$ cat src/rtl/eco32f_lsu_pkg.sv
// eco32f load/store unit: shared types and lane helpers (big-endian byte order).
package eco32f_lsu_pkg;

  typedef enum logic {
    S_IDLE   = 1'b0,
    S_ACCESS = 1'b1
  } lsu_state_e;

  typedef enum logic [1:0] {
    SZ_BYTE = 2'd0,
    SZ_HALF = 2'd1,
    SZ_WORD = 2'd2
  } lsu_size_e;

  // Byte-lane select; byte offset 0 is the most significant lane.
  function automatic logic [3:0] lsu_sel(lsu_size_e sz, logic [1:0] off);
    logic [3:0] s;
    case (sz)
      SZ_WORD: s = 4'b1111;
      SZ_HALF: s = off[1] ? 4'b0011 : 4'b1100;
      default: s = 4'b1000 >> off;
    endcase
    return s;
  endfunction

  // Store data replicated across every lane the size could land on.
  function automatic logic [31:0] lsu_wdata(lsu_size_e sz, logic [31:0] d);
    logic [31:0] r;
    case (sz)
      SZ_WORD: r = d;
      SZ_HALF: r = {d[15:0], d[15:0]};
      default: r = {4{d[7:0]}};
    endcase
    return r;
  endfunction

  function automatic logic lsu_misaligned(lsu_size_e sz, logic [1:0] off);
    logic m;
    case (sz)
      SZ_WORD: m = (off != 2'b00);
      SZ_HALF: m = off[0];
      default: m = 1'b0;
    endcase
    return m;
  endfunction

  // Pick the addressed lane out of a bus word and sign/zero extend it.
  function automatic logic [31:0] lsu_ldext(lsu_size_e sz, logic sgn, logic [1:0] off,
                                            logic [31:0] d);
    logic [7:0]  b;
    logic [15:0] h;
    logic [31:0] r;
    case (off)
      2'd0:    b = d[31:24];
      2'd1:    b = d[23:16];
      2'd2:    b = d[15:8];
      default: b = d[7:0];
    endcase
    h = off[1] ? d[15:0] : d[31:16];
    case (sz)
      SZ_WORD: r = d;
      SZ_HALF: r = {{16{sgn & h[15]}}, h};
      default: r = {{24{sgn & b[7]}}, b};
    endcase
    return r;
  endfunction

endpackage

$ cat src/rtl/eco32f_lsu_align.sv
// Lane select, store replication and alignment check for an incoming access.
module eco32f_lsu_align
  import eco32f_lsu_pkg::*;
(
  input  lsu_size_e   size_i,
  input  logic [1:0]  off_i,
  input  logic [31:0] data_i,
  output logic [3:0]  sel_o,
  output logic [31:0] data_o,
  output logic        misal_o
);
  assign sel_o   = lsu_sel(size_i, off_i);
  assign data_o  = lsu_wdata(size_i, data_i);
  assign misal_o = lsu_misaligned(size_i, off_i);
endmodule

$ cat src/rtl/eco32f_lsu.sv
// eco32f memory-stage load/store unit driving a classic Wishbone data bus.
// Optional ECO32F_LSU_STORE_BUFFER_EN: one-entry posted store buffer with a
// sticky imprecise bus-error flag.
module eco32f_lsu
  import eco32f_lsu_pkg::*;
#(
  parameter int ADDR_WIDTH = 32
) (
  input  logic                  clk,
  input  logic                  rst,
  input  logic                  ex_stall,
  input  logic                  mem_stall,
  input  logic                  ex_flush,
  input  logic                  mem_flush,
  output logic                  lsu_stall,
  input  logic                  ex_op_ldw,
  input  logic                  ex_op_ldh,
  input  logic                  ex_op_ldhu,
  input  logic                  ex_op_ldb,
  input  logic                  ex_op_ldbu,
  input  logic                  ex_op_stw,
  input  logic                  ex_op_sth,
  input  logic                  ex_op_stb,
  input  logic [31:0]           ex_add_result,
  input  logic [31:0]           ex_rf_y,
  output logic                  mem_align_exc,
  output logic                  mem_bus_exc,
  output logic [31:0]           mem_bad_addr,
  output logic                  wb_op_load,
  output logic [31:0]           wb_lsu_result,
`ifdef ECO32F_LSU_STORE_BUFFER_EN
  output logic                  lsu_imprecise_err,
`endif
  output logic [ADDR_WIDTH-1:0] dbus_adr_o,
  output logic [31:0]           dbus_dat_o,
  output logic [3:0]            dbus_sel_o,
  output logic                  dbus_we_o,
  output logic                  dbus_cyc_o,
  output logic                  dbus_stb_o,
  input  logic [31:0]           dbus_dat_i,
  input  logic                  dbus_ack_i,
  input  logic                  dbus_err_i
);

  lsu_state_e  state_q, state_d;
  logic        pend_q, pend_d, launch_ex, launch_mem;
  logic        ex_ld, ex_st, ex_sgn, ex_misal, ex_go, enter;
  lsu_size_e   ex_size;
  logic [3:0]  ex_sel;
  logic [31:0] ex_wdat;

  logic        mem_ld_q, mem_st_q, mem_sgn_q, mem_misal_q;
  lsu_size_e   mem_size_q;
  logic [31:0] mem_addr_q, mem_wdat_q, hold_q, ld_ext;
  logic [3:0]  mem_sel_q;
  logic        done_q, err_q, kill_q, posted_q;
  logic        bus_end, own, ld_ready, bus_err_now;

  assign ex_ld  = ex_op_ldw | ex_op_ldh | ex_op_ldhu | ex_op_ldb | ex_op_ldbu;
  assign ex_st  = ex_op_stw | ex_op_sth | ex_op_stb;
  assign ex_sgn = ex_op_ldh | ex_op_ldb;

  // Size code from the one-hot decode.
  always_comb begin
    ex_size = SZ_BYTE;
    if (ex_op_ldh | ex_op_ldhu | ex_op_sth) ex_size = SZ_HALF;
    if (ex_op_ldw | ex_op_stw)              ex_size = SZ_WORD;
  end

  eco32f_lsu_align u_align (
    .size_i  (ex_size),
    .off_i   (ex_add_result[1:0]),
    .data_i  (ex_rf_y),
    .sel_o   (ex_sel),
    .data_o  (ex_wdat),
    .misal_o (ex_misal)
  );

  assign enter   = ~ex_stall;
  assign ex_go   = (ex_ld | ex_st) & ~ex_flush & ~ex_misal;
  assign bus_end = (state_q == S_ACCESS) & (dbus_ack_i | dbus_err_i);
  // A posted store's cycle no longer belongs to the op in the memory stage.
  assign own     = ~posted_q;
  assign ld_ext  = lsu_ldext(mem_size_q, mem_sgn_q, mem_addr_q[1:0], dbus_dat_i);

  // An op entering while the bus is still busy waits in pend_q and launches
  // from the memory-stage copy once the bus is idle.
  assign lsu_stall = pend_q | ((state_q == S_ACCESS) & ~(dbus_ack_i | dbus_err_i) & ~posted_q);

  // Next state, pending-launch bookkeeping and launch source select.
  always_comb begin
    state_d    = state_q;
    pend_d     = pend_q;
    launch_ex  = 1'b0;
    launch_mem = 1'b0;
    case (state_q)
      S_IDLE: begin
        if (pend_q && !mem_flush) begin
          state_d    = S_ACCESS;
          launch_mem = 1'b1;
          pend_d     = 1'b0;
        end else if (!pend_q && enter && ex_go) begin
          state_d   = S_ACCESS;
          launch_ex = 1'b1;
        end
      end
      default: begin
        if (dbus_ack_i || dbus_err_i) state_d = S_IDLE;
        if (enter) pend_d = ex_go;
      end
    endcase
    if (mem_flush && pend_q && !launch_mem) pend_d = 1'b0;
  end

  // FSM state and pending flag.
  always_ff @(posedge clk or posedge rst) begin
    if (rst) begin
      state_q <= S_IDLE;
      pend_q  <= 1'b0;
    end else begin
      state_q <= state_d;
      pend_q  <= pend_d;
    end
  end

  // Wishbone master outputs, registered on the launch edge.
  always_ff @(posedge clk or posedge rst) begin
    if (rst) begin
      dbus_cyc_o <= 1'b0;
      dbus_stb_o <= 1'b0;
      dbus_we_o  <= 1'b0;
      dbus_adr_o <= '0;
      dbus_sel_o <= '0;
      dbus_dat_o <= '0;
    end else if (launch_ex) begin
      dbus_cyc_o <= 1'b1;
      dbus_stb_o <= 1'b1;
      dbus_we_o  <= ex_st;
      dbus_adr_o <= {ex_add_result[ADDR_WIDTH-1:2], 2'b00};
      dbus_sel_o <= ex_sel;
      dbus_dat_o <= ex_wdat;
    end else if (launch_mem) begin
      dbus_cyc_o <= 1'b1;
      dbus_stb_o <= 1'b1;
      dbus_we_o  <= mem_st_q;
      dbus_adr_o <= {mem_addr_q[ADDR_WIDTH-1:2], 2'b00};
      dbus_sel_o <= mem_sel_q;
      dbus_dat_o <= mem_wdat_q;
    end else if (bus_end) begin
      dbus_cyc_o <= 1'b0;
      dbus_stb_o <= 1'b0;
    end
  end

  // Execute-to-memory register plus per-op completion status.
  always_ff @(posedge clk or posedge rst) begin
    if (rst) begin
      mem_ld_q    <= 1'b0;
      mem_st_q    <= 1'b0;
      mem_sgn_q   <= 1'b0;
      mem_misal_q <= 1'b0;
      mem_size_q  <= SZ_BYTE;
      mem_addr_q  <= '0;
      mem_sel_q   <= '0;
      mem_wdat_q  <= '0;
      done_q      <= 1'b0;
      err_q       <= 1'b0;
      kill_q      <= 1'b0;
      hold_q      <= '0;
    end else if (enter) begin
      mem_ld_q    <= ex_ld & ~ex_flush;
      mem_st_q    <= ex_st & ~ex_flush;
      mem_sgn_q   <= ex_sgn;
      mem_misal_q <= ex_misal;
      mem_size_q  <= ex_size;
      mem_addr_q  <= ex_add_result;
      mem_sel_q   <= ex_sel;
      mem_wdat_q  <= ex_wdat;
      done_q      <= 1'b0;
      err_q       <= 1'b0;
      kill_q      <= 1'b0;
    end else begin
      // Op moved on to writeback while execute holds: leave a bubble.
      if (!mem_stall) begin
        mem_ld_q <= 1'b0;
        mem_st_q <= 1'b0;
      end
      if (bus_end && own) begin
        done_q <= dbus_ack_i & ~dbus_err_i;
        err_q  <= dbus_err_i & ~kill_q & ~mem_flush;
        hold_q <= ld_ext;
      end
      if (mem_flush && state_q == S_ACCESS && own) kill_q <= 1'b1;
    end
  end

  assign ld_ready = mem_ld_q & ~kill_q &
                    ((bus_end & own & dbus_ack_i & ~dbus_err_i) | done_q);

  // Memory-to-writeback register for load results.
  always_ff @(posedge clk or posedge rst) begin
    if (rst) begin
      wb_op_load    <= 1'b0;
      wb_lsu_result <= '0;
    end else if (!mem_stall) begin
      wb_op_load <= ld_ready & ~mem_flush;
      if (ld_ready) wb_lsu_result <= done_q ? hold_q : ld_ext;
    end
  end

  assign bus_err_now   = bus_end & own & dbus_err_i & ~kill_q & ~mem_flush & (mem_ld_q | mem_st_q);
  assign mem_align_exc = (mem_ld_q | mem_st_q) & mem_misal_q;
  assign mem_bus_exc   = bus_err_now | (err_q & (mem_ld_q | mem_st_q));
  assign mem_bad_addr  = (mem_align_exc | mem_bus_exc) ? mem_addr_q : 32'h0;

`ifdef ECO32F_LSU_STORE_BUFFER_EN
  logic imp_err_q;

  // Posted-store tracking and sticky error for writes nobody waits on.
  always_ff @(posedge clk or posedge rst) begin
    if (rst) begin
      posted_q  <= 1'b0;
      imp_err_q <= 1'b0;
    end else begin
      if (launch_ex)       posted_q <= ex_st;
      else if (launch_mem) posted_q <= mem_st_q;
      else if (bus_end)    posted_q <= 1'b0;
      if (bus_end && posted_q && dbus_err_i) imp_err_q <= 1'b1;
    end
  end

  assign lsu_imprecise_err = imp_err_q;
`else
  assign posted_q = 1'b0;
`endif

endmodule
$ cat config.mk
export PLATFORM = sky130hd
export DESIGN_NAME = eco32f_lsu
export DESIGN_NICKNAME = d
export VERILOG_FILES = /design/src/rtl/eco32f_lsu_pkg.sv /design/src/rtl/eco32f_lsu_align.sv /design/src/rtl/eco32f_lsu.sv
export SDC_FILE = /design/constraint.sdc
export NUM_CORES = 1
export LEC_CHECK = 0
export CAP_MARGIN = 20
export CORE_ASPECT_RATIO = 0.6
export CORE_UTILIZATION = 54
export DETAILED_ROUTE_END_ITERATION = 16
export PLACE_DENSITY = 0.95
export SLEW_MARGIN = 20
export SYNTH_ARGS = -nofsm -noshare
export SYNTH_HDL_FRONTEND = slang
export SYNTH_SLANG_ARGS = --single-unit
$ cat constraint.sdc
create_clock -name clk -period 11.6 [get_ports clk]
set_clock_uncertainty 0.1 [all_clocks]
set_input_delay 2.9 -clock clk [delete_from_list [all_inputs] [get_ports clk]]
set_output_delay 2.9 -clock clk [all_outputs]
set_load 0.01 [all_outputs]
Word-level counts from Yosys, hierarchy flattened
Index checks and enable logic that the tools add are counted.
{"block": "totals", "out_inout_bits": 139, "elab_cells": 140, "regBits": 214}
{"block": "op_classes", "bitwise_logic": 47, "shift": 1, "n_reduce_logical": 18, "muxes": 43, "n_eq_ne": 10}
{"operator": "$mux W32", "n": 6}
{"operator": "$pmux W32 S2", "n": 2}
{"operator": "$mux W1", "n": 27}
{"operator": "$pmux W8 S3", "n": 1}
{"operator": "$and A1 B1 Y1", "n": 22}
{"operator": "$or A1 B1 Y1", "n": 17}
{"operator": "$mux W16", "n": 1}
{"operator": "$mux W4", "n": 3}
{"operator": "$not A1 Y1", "n": 8}
{"operator": "$pmux W4 S2", "n": 1}
{"operator": "$eq A2 B1 Y1 const B", "n": 3}
{"operator": "$eq A2 B2 Y1 const B", "n": 3}
{"operator": "$logic_and A1 B1 Y1", "n": 6}
{"operator": "$reduce_and A2 Y1", "n": 3}
{"operator": "$reduce_bool A3 Y1", "n": 2}
{"operator": "$ne A2 B1 Y1 const B", "n": 2}
{"operator": "$reduce_bool A2 Y1", "n": 2}
{"operator": "$shr A4 B2 Y4 const A", "n": 1}
{"operator": "$logic_not A1 Y1", "n": 3}
{"operator": "$ne A3 B2 Y1 const B", "n": 1}
{"operator": "$logic_not A2 Y1", "n": 1}
{"operator": "$mux W2", "n": 1}
{"operator": "$ne A2 B2 Y1 const B", "n": 1}
{"operator": "$pmux W1 S2", "n": 1}
{"operator": "$logic_or A1 B1 Y1", "n": 1}

Logic depth before layout (Yosys ltp)
Gate-level depths: netlist of run 1.
{"block": "logic_depth", "depth_word": 13, "ltp_mapped": 8, "depth_no_buf": 6}

Modules after synthesis
A second synthesis of run 1 with hierarchy kept.
{"block": "unflattened", "hier_cells": 923, "area_unflattened_um2": 10618.9}
{"mod": "eco32f_lsu", "instances": 1, "seq_area_each_um2": 5305.1, "area_per_inst_um2": 10097.2, "cells_per_inst": 838}
{"mod": "eco32f_lsu_align", "instances": 1, "seq_area_each_um2": 0.0, "area_per_inst_um2": 521.8, "cells_per_inst": 85}

Least setup slack after synthesis of run 1
Ideal clock, no wire load.
{"block": "synth_path", "kind": "input to output", "from": "input port dbus_err_i", "to": "output port mem_bad_addr[10]", "path_slack_ns": 4.742, "arrival_ns": 3.858, "path_stages": 5, "cell_sequence": "nand2_1 nor3_1 o32ai_1 clkbuf_1 nor2b_1"}
{"block": "synth_between", "elab_chain_len": 9}
{"element": "start, declared", "line": "eco32f_lsu.sv:42", "text": "input logic dbus_err_i"}
{"element": "$or A1 B1 Y1", "line": "eco32f_lsu.sv:81", "text": "assign bus_end = (state_q == S_ACCESS) & (dbus_ack_i | dbus_err_i);"}
{"element": "$and A1 B1 Y1", "line": "eco32f_lsu.sv:81"}
{"element": "$and A1 B1 Y1 (*) (4 in series)", "line": "eco32f_lsu.sv:211", "text": "assign bus_err_now = bus_end & own & dbus_err_i & ~kill_q & ~mem_flush & (mem_ld_q | mem_st_q);"}
{"element": "$or A1 B1 Y1 (*)", "line": "eco32f_lsu.sv:213", "text": "assign mem_bus_exc = bus_err_now | (err_q & (mem_ld_q | mem_st_q));"}
{"element": "$or A1 B1 Y1 (*)", "line": "eco32f_lsu.sv:214", "text": "assign mem_bad_addr = (mem_align_exc | mem_bus_exc) ? mem_addr_q : 32'h0;"}
{"element": "$mux W32 (*)", "line": "eco32f_lsu.sv:214"}
{"element": "end, declared", "line": "eco32f_lsu.sv:28", "text": "output logic [31:0] mem_bad_addr,"}
Mark *: on every way between the ends. The rest lies on a longest branch, timed or not.

Final worst setup path of run 1
{"block": "layout_path", "from": "input port dbus_err_i", "to": "output port mem_bad_addr[24]"}
Same word-level chain as after synthesis.

==> results.yml, run 1 <==
sta:
  slew_violations: 0
  holdWs_ns: 0.384
  worst_pin_slew_ns: 1.02
  post-route-min-period_ns: 8.26
  setup_tns_ns: 0
  finalHoldViolCount: 0
  period_share_pct: 71.2
  max_freq_ghz: 0.121
  rsz0062_at_grt: "no"
  slew_headroom_pct: 31.7
  setup-violations-final: 0
floorplan:
  die_area_mm2: 0.0198
  fp-row-count: 38
  die_h_um: 109
  core_area_mm2: 0.0184
  boundaryPins: 251
  initial_core_util_pct: 56.3
  die_x_um: 181
min_path:
  min_to: "hold_q[12]"
  min_delay_path_depth: 2
  min-delay-start: "hold_q[12]"
  hold_path_class: "reg2reg"
worst_setup_path:
  start_kind: "primary input"
  r2r-end: "wb_lsu_result[8]"
  path_class: "in2out"
  path_max_fanout: 24
  reg2reg_from: "mem_addr_q[1]"
  critPathArrivalTime_ns: 5.26
  crit_path_frequent_cell: "clkdlybuf4s50_1"
  critPathRequiredTime_ns: 8.60
  slowest_delay_ns: 0.57
  cp-startpoint: "dbus_err_i"
  cp_num_cells: 7
  regToRegSetupSlack_ns: 8.90
  worstPathCellList: "clkdlybuf4s50_1, nand2_1, nor3_1, o32ai_4, buf_4, nor2b_1, clkdlybuf4s50_1"
  worstSetupEndpointType: "output port"
  cp_slowest_cell: "clkdlybuf4s50_1"
  path_delay_family: "buffers and inverters"
  rr_worst_depth: 4
  crit_buf_inv: 3
placement:
  gp_congestion: 0.897
  dp.cells: 1341
  port_buffers: 248
  dpl.hpwl_mm: 20.1
synth:
  netlist_area_mm2: 0.0104
  postSynthCellCount: 913
  ys_ff_latch: 212
  synth_seq_area_share_pct: 51.1
  synth-edff-count: 0
  postSynth.asyncResetShare_pct: 100
  ys_warn_count: 0
  ys.flop_type: "dfrtp_1"
  synthDistinctLibCells: 46
  syn_area_per_cell_um2: 11.4
clocking:
  cts_tree: "done"
  holdBufCountCts: 0
  ctsResizeCount: 0
  cts-root-buf: "clkbuf_16"
  cts_buffers: 21
  cts.sinks: 212
  cts_max_path_buffers: 3
  post_cts_buffers: 0
  cts.clk_slew.worst_paths_ns: 0.06
  clock_latency_ns: 0.49
  htreeDepth: 1
detailed_routing:
  drtIter0Drc: 637
  viasPerCell: 5.89
  wirelength_mm: 28.8
  drt-pass1-iter-count: 5
  drc: 0
  vias: 8119
  routedWlPerCell_um: 20.9
  postRouteAntennaNets: 0
global_route:
  gr-total-overflow: 0
  grtUsageTotal_pct: 28.9
  grt_max_degree: 132
  grt_pass1_vias: 8134
  grt_pass1_wl_mm: 44.3
  antenna_found_initial: 0
finish:
  area_delta_synth_final_pct: 31.9
  layout.cells.non_filler: 1379
  drive_above_1_share_pct: 16.4
  multi_input_area_mm2: 0.00463
  finalNetCount: 1239
  diodes: 0
  fill_cells: 1216
  regArea_mm2: 0.00531
  final_util_pct: 74.3
power_and_ir_drop:
  ir_drop_mv: 0.141
  leakage_nw: 5.97
  total_power_mw: 2.94
  powerDensity_mw_per_mm2: 215
status:
  status: "finished, final reports clean"
run:
  drv_cap: 0
## how the worst max path moves through the flow
stage,endpoint,slack (ns)
after floorplan,dbus_adr_o[10],2.81
after global placement,mem_bad_addr[26],3.49
after detailed placement,mem_bad_addr[24],3.40
after CTS,mem_bad_addr[24],3.38
after global routing,mem_bad_addr[24],3.26
final,mem_bad_addr[24],3.34
## metrics by stage
step | area (um2) | setup slack [ns]
6_report | 13700 | 3.34
3_5_place_dp | 12900 | 3.40
3_3_place_gp | 12900 | 3.49
5_1_grt | 13700 | 3.26
4_1_cts | 13700 | 3.38
2_1_floorplan | 10400 | 2.81
## registers in the layout (all words and copies together) (netlist names), 2 cells and up
name           count
dbus_dat_o        32
mem_sel_q          4
dbus_sel_o         4
dbus_adr_o        30
mem_wdat_q        32
mem_size_q         2
mem_addr_q        32
hold_q            32
wb_lsu_result     32
## cell type report
cell class | instances | share of cell area (%)
multi-input cells | 601 | 33.8
flip-flops and latches | 212 | 38.7
clock buffers | 28 | 4.25
clock inverters | 9 | 1.29
well taps | 240 | 2.19
inverters | 29 | 0.849
repair buffers | 260 | 18.9
## Yosys cell counts, drive strengths merged (3+ instances only)
cell type	instances	area share, %
or3	3	0.23
clkbuf	53	1.9
buf	19	1.7
nor3	3	0.14
nand2	98	3.5
a22o	9	0.76
a21o	8	0.58
inv	29	1.0
mux2i	104	10
o31ai	3	0.22
nand3	50	2.4
dfrtp	212	51
o211ai	33	2.4
o21ai	44	2.1
a221oi	7	0.59
nor2b	37	2.2
a21oi	30	1.4
mux2	131	14
a222oi	8	0.77
o21a	3	0.22
nor2	8	0.29
## layout by cell type (no fill, tap or decap), types with 3 or more instances in the layout
master / Yosys / final
clkbuf_1: 53 / 4
a221oi_1: 7 / 7
a222oi_1: 8 / 8
o21a_1: 3 / 3
a21o_1: 8 / 8
nor2_1: 8 / 8
mux2i_1: 104 / 104
mux2_2: 129 / 129
inv_1: 29 / 28
clkbuf_16: 0 / 21
clkbuf_8: 0 / 3
bufinv_16: 0 / 5
dfrtp_1: 212 / 212
a22o_1: 9 / 9
buf_4: 5 / 12
o31ai_1: 3 / 3
a21oi_1: 30 / 30
o21ai_0: 44 / 44
o211ai_1: 33 / 33
nand3_1: 50 / 50
nand2_1: 98 / 98
nor2b_1: 37 / 36
clkdlybuf4s50_1: 0 / 247
## report_power, final
part | total [mW] | switching, mW | internal [mW]
combinational | 1.03 | 0.450 | 0.583
sequential | 1.16 | 0.169 | 0.993
clock | 0.748 | 0.283 | 0.465
total | 2.94 | 0.903 | 2.04
## logic make-up after synthesis
family	after synthesis	synth area share [%]
flip-flops	212	51.1
other	1	0.0361
AO/OA/AOI/OAI	152	9.83
multiplexers	236	24.4
buffers and inverters	101	4.70
adder cells (fa/ha/maj)	2	0.241
AND/OR/NAND/NOR	209	9.70
## worst min-delay path, delay by kind of cell (launching register included)
family           cells  cell delay (ns)
AND/OR/NAND/NOR      1             0.05
flip-flops           1             0.34
AO/OA/AOI/OAI        1             0.06
## metal layers
layer	global-route usage [%]	part of all wire (%)
met5	0	0
met4	7.69	2.1
met3	7.09	8.1
met2	48.0	47
met1	38.3	43
(Power assumes the default switching activity.)
==> run 2, diff against run 1 <==
--- a/config.mk
+++ b/config.mk
@@ -7,9 +7,9 @@
 export LEC_CHECK = 0
 export CAP_MARGIN = 20
 export CORE_ASPECT_RATIO = 0.6
-export CORE_UTILIZATION = 54
+export CORE_UTILIZATION = 50
 export DETAILED_ROUTE_END_ITERATION = 16
-export PLACE_DENSITY = 0.95
+export PLACE_DENSITY = 0.91
 export SLEW_MARGIN = 20
 export SYNTH_ARGS = -nofsm -noshare
 export SYNTH_HDL_FRONTEND = slang
==> constraint.sdc (replaced) <==
create_clock -name clk -period 8.1 [get_ports clk]
set_clock_uncertainty 0.1 [all_clocks]
set_input_delay 2.025 -clock clk [delete_from_list [all_inputs] [get_ports clk]]
set_output_delay 2.025 -clock clk [all_outputs]
set_load 0.01 [all_outputs]
==> results.yml, run 2 (synthesized netlist as in run 1, its figures left out) <==
status:
  status: "finished, final reports clean"
global_route:
  grt_max_degree: 114
  grt_pass1_vias: 8127
  grt_pass1_wl_mm: 44.0
  grtUsageTotal_pct: 26.2
  gr-total-overflow: 0
  antenna_found_initial: 0
worst_setup_path:
  rr_worst_depth: 4
  path_max_fanout: 32
  path_class: "in2out"
  start_kind: "primary input"
  critPathRequiredTime_ns: 5.98
  worstSetupEndpointType: "output port"
  critPathArrivalTime_ns: 4.11
detailed_routing:
  drt-pass1-iter-count: 6
  viasPerCell: 5.66
  vias: 8004
  drtIter0Drc: 605
  postRouteAntennaNets: 0
  wirelength_mm: 27.9
  drc: 0
  routedWlPerCell_um: 19.8
floorplan:
  core_area_mm2: 0.0202
  initial_core_util_pct: 51.5
  die_area_mm2: 0.0214
  boundaryPins: 251
  die_x_um: 188
  fp-row-count: 40
  die_h_um: 114
placement:
  place_ws_ns: 1.87
  gp_congestion: 0.854
  dpl.hpwl_mm: 19.6
  dp.cells: 1376
  port_buffers: 248
power_and_ir_drop:
  p_switching_mw: 1.26
  powerDensity_mw_per_mm2: 299
  clock_power_share_pct: 23.7
  pwr-share-comb_pct: 35.9
  ir_drop_mv: 0.189
  power_frac_seq_pct: 40.4
  p_int_mw: 2.83
  leakage_nw: 5.95
  netSwitchingFraction_pct: 30.8
sta:
  slew_violations: 0
  period_share_pct: 76.9
  max_freq_ghz: 0.160
  worst_pin_slew_ns: 1.11
  finalHoldViolCount: 0
  setup_tns_ns: 0
  post-route-min-period_ns: 6.23
  fin_ws_ns: 1.87
  rsz0062_at_grt: "no"
  slew_headroom_pct: 25.7
  setup-violations-final: 0
  holdWs_ns: 0.382
clocking:
  cts_max_path_buffers: 3
  cts_tree: "done"
  ctsResizeCount: 0
  clock_latency_ns: 0.49
  cts.sinks: 212
  cts-root-buf: "clkbuf_16"
  cts_buffers: 21
  post_cts_buffers: 0
  cts.clk_slew.worst_paths_ns: 0.06
  holdBufCountCts: 0
  htreeDepth: 1
finish:
  finalNetCount: 1240
  area_delta_synth_final_pct: 31.5
  final_util_pct: 67.7
  drive_above_1_share_pct: 16.1
  fill_cells: 1462
  layout.cells.non_filler: 1413
  final_common_cell: "clkdlybuf4s50_1"
  diodes: 0
  layout_common_cells: "clkdlybuf4s50_1, dfrtp_1, mux2_2"
run:
  drv_cap: 0
min_path:
  min_delay_path_depth: 2
  hold_path_class: "reg2reg"
## run 2: power by group through the flow
| stage | Sequential [mW] | Clock (mW) | Combinational, mW |
|---|---|---|---|
| 5_1_grt | 1.70 | 1.04 | 1.59 |
| 3_3_place_gp | 1.65 | 0 | 1.42 |
| 2_1_floorplan | 1.72 | 0 | 0.618 |
| 3_5_place_dp | 1.67 | 0 | 1.47 |
| 4_1_cts | 1.65 | 0.988 | 1.48 |
| 6_report | 1.65 | 0.970 | 1.47 |
## run 2: routing by layer
layer	track usage (%)	up-vias	wire [um]
li1	-	3683	-
met1	36.1	3927	12100
met2	41.1	343	12500
met3	7.75	51	2650
met4	5.96	0	612
met5	0	-	0
## run 2: path summary, 6_finish.rpt
kind	start	endpoint	slack (ns)
worst max-delay path	dbus_err_i	mem_bad_addr[16]	1.87
worst min-delay path	hold_q[10]	hold_q[10]	0.38
worst max register to register	state_q	dbus_dat_o[3]	5.50
worst min register to register	hold_q[10]	hold_q[10]	0.38
max in group asynchronous	rst	mem_addr_q[27]	4.48
min in group asynchronous	rst	mem_addr_q[6]	1.97
## run 2: cell type report
type / count / area [um2] / area share (%)
clock buffers: 31 / 593 / 4.34
clock inverters: 6 / 86.3 / 0.632
inverters: 29 / 116 / 0.852
multi-input cells: 601 / 4640 / 34.0
flip-flops and latches: 212 / 5310 / 38.8
well taps: 273 / 342 / 2.50
repair buffers: 261 / 2580 / 18.9
## run 2: worst max-delay path, stage by stage
cell	delay [ns]
clkdlybuf4s50_1	0.54
nand2_1	0.10
nor3_1	0.15
buf_4	0.17
o32ai_4	0.07
buf_4	0.26
nor2b_1	0.20
clkdlybuf4s50_1	0.56
## run 2: stage by stage
| step | instance area [um2] | power [mW] |
|---|---|---|
| after floorplan | 10400 | 2.34 |
| final | 13700 | 4.09 |
| after detailed placement | 13000 | 3.13 |
| after global routing | 13700 | 4.33 |
| after CTS | 13700 | 4.12 |
| after global placement | 13000 | 3.07 |
==> run 3, diff against run 2 <==
==> constraint.sdc (replaced) <==
create_clock -name clk -period 5.9 [get_ports clk]
set_clock_uncertainty 0.1 [all_clocks]
set_input_delay 1.475 -clock clk [delete_from_list [all_inputs] [get_ports clk]]
set_output_delay 1.475 -clock clk [all_outputs]
set_load 0.01 [all_outputs]
==> results.yml, run 3 (synthesized netlist as in run 1, its figures left out) <==
sta:
  setup_tns_ns: 0
  period_share_pct: 89.2
  post-route-min-period_ns: 5.26
  slew_violations: 0
  worst_pin_slew_ns: 1.05
  slew_headroom_pct: 29.9
  max_freq_ghz: 0.190
  finalHoldViolCount: 0
  rsz0062_at_grt: "no"
  setup-violations-final: 0
detailed_routing:
  drt-pass1-iter-count: 6
  viasPerCell: 5.69
  postRouteAntennaNets: 0
  drc: 0
  vias: 8062
  routedWlPerCell_um: 19.8
  wirelength_mm: 28.1
  drtIter0Drc: 618
clocking:
  cts-root-buf: "clkbuf_16"
  clock_latency_ns: 0.50
  cts_tree: "done"
  cts.clk_slew.worst_paths_ns: 0.06
  cts.sinks: 212
  ctsResizeCount: 0
  cts_max_path_buffers: 3
  htreeDepth: 1
  post_cts_buffers: 0
  cts_buffers: 21
  holdBufCountCts: 0
global_route:
  busiest_layer: "met2"
  grtUsageTotal_pct: 26.2
  use_met2_pct: 40.1
  grt_use_met1_pct: 36.7
  grt_pass1_vias: 8011
  antenna_found_initial: 0
  gr-total-overflow: 0
  grt_pass1_wl_mm: 43.9
  grt_max_degree: 123
  use_met3_pct: 7.97
placement:
  gp_congestion: 0.875
  dp.cells: 1380
  port_buffers: 248
  dpl.hpwl_mm: 19.9
worst_setup_path:
  cp_slowest_cell: "clkdlybuf4s50_1"
  r2r-end: "wb_lsu_result[30]"
  crit_buf_inv: 4
  regToRegSetupSlack_ns: 3.25
  path_max_fanout: 23
  slowest_delay_ns: 0.49
  critPathRequiredTime_ns: 4.32
  worstSetupEndpointType: "output port"
  path_class: "in2out"
  rr_worst_depth: 4
  reg2reg_from: "mem_addr_q[1]"
  critPathArrivalTime_ns: 3.69
  worstPathCellList: "clkdlybuf4s50_1, nand2_1, nor3_1, buf_4, o32ai_4, buf_4, nor2b_1, clkdlybuf4s50_1"
  start_kind: "primary input"
  path_delay_family: "buffers and inverters"
finish:
  drive_above_1_share_pct: 16.6
  area_delta_synth_final_pct: 31.7
  layout_common_cells: "clkdlybuf4s50_1, dfrtp_1, mux2_2"
  multi_input_area_mm2: 0.00464
  layout.cells.non_filler: 1417
  final_common_cell: "clkdlybuf4s50_1"
  diodes: 0
  regArea_mm2: 0.00531
  finalNetCount: 1244
  fill_cells: 1451
power_and_ir_drop:
  powerDensity_mw_per_mm2: 409
  ir_drop_mv: 0.284
  leakage_nw: 5.97
floorplan:
  boundaryPins: 251
  die_h_um: 114
  core_area_mm2: 0.0202
  die_x_um: 188
  die_area_mm2: 0.0214
  initial_core_util_pct: 51.5
  fp-row-count: 40
min_path:
  min-delay-start: "hold_q[17]"
  hold_path_class: "reg2reg"
  min_delay_path_depth: 2
  min_to: "hold_q[17]"
run:
  drv_cap: 0
status:
  status: "finished, final reports clean"
==> run 3: cell count changes in the layout (fill, tap and decap cells not counted) <==
cell and change:
buf_12 +1, buf_4 +3, bufinv_16 -1, clkbuf_1 -2, clkbuf_8 +1, clkinv_2 +3, inv_8 -1
==> run 3: worst min-delay path, delay by kind of cell, from the launching register on <==
family | cells | cell delay (ns)
DFF | 1 | 0.34
AOI/OAI and AO/OA | 1 | 0.06
and+or+nand+nor | 1 | 0.04
==> run 3: worst max path at each step <==
stage	startpoint	to	depth (start not counted)
after global placement	dbus_err_i	mem_bad_addr[26]	8
final	dbus_err_i	mem_bad_addr[17]	8
after floorplan	rst	dbus_adr_o[10]	1
after detailed placement	dbus_err_i	mem_bad_addr[17]	8
after CTS	dbus_err_i	mem_bad_addr[17]	8
after global routing	dbus_err_i	mem_bad_addr[22]	8
==> run 3: metal layers <==
metal,wire (um),vias up
met5,0,-
met4,540,0
met3,2860,47
met2,12400,346
met1,12300,3986
li1,-,3683
==> run 3: final cells by class <==
class	count	area share [%]
clock buffers	30	4.38
clock inverters	7	0.466
inverters	29	0.823
multi-input cells	601	33.9
flip-flops and latches	212	38.8
well taps	273	2.50
repair buffers	265	19.2
==> run 3: metrics by stage <==
step           hold WS [ns]  worst slack (ns)  utilization (%)  area [um2]  total power [mW]
6_report              0.380             0.639             67.8       13700              5.60
4_1_cts               0.384             0.595             67.8       13700              5.64
5_1_grt               0.406             0.466             67.8       13700              5.90
3_3_place_gp          0.361             0.686             64.5       13000              4.22
3_5_place_dp          0.370             0.614             64.5       13000              4.30
2_1_floorplan         0.349              1.57                -       10400              3.21
==> run 3: where the power goes <==
group	switching, mW	internal [mW]	total [mW]
Clock	0.552	0.751	1.30
Sequential	0.315	1.95	2.27
Combinational	0.876	1.15	2.03
Total	1.74	3.85	5.60
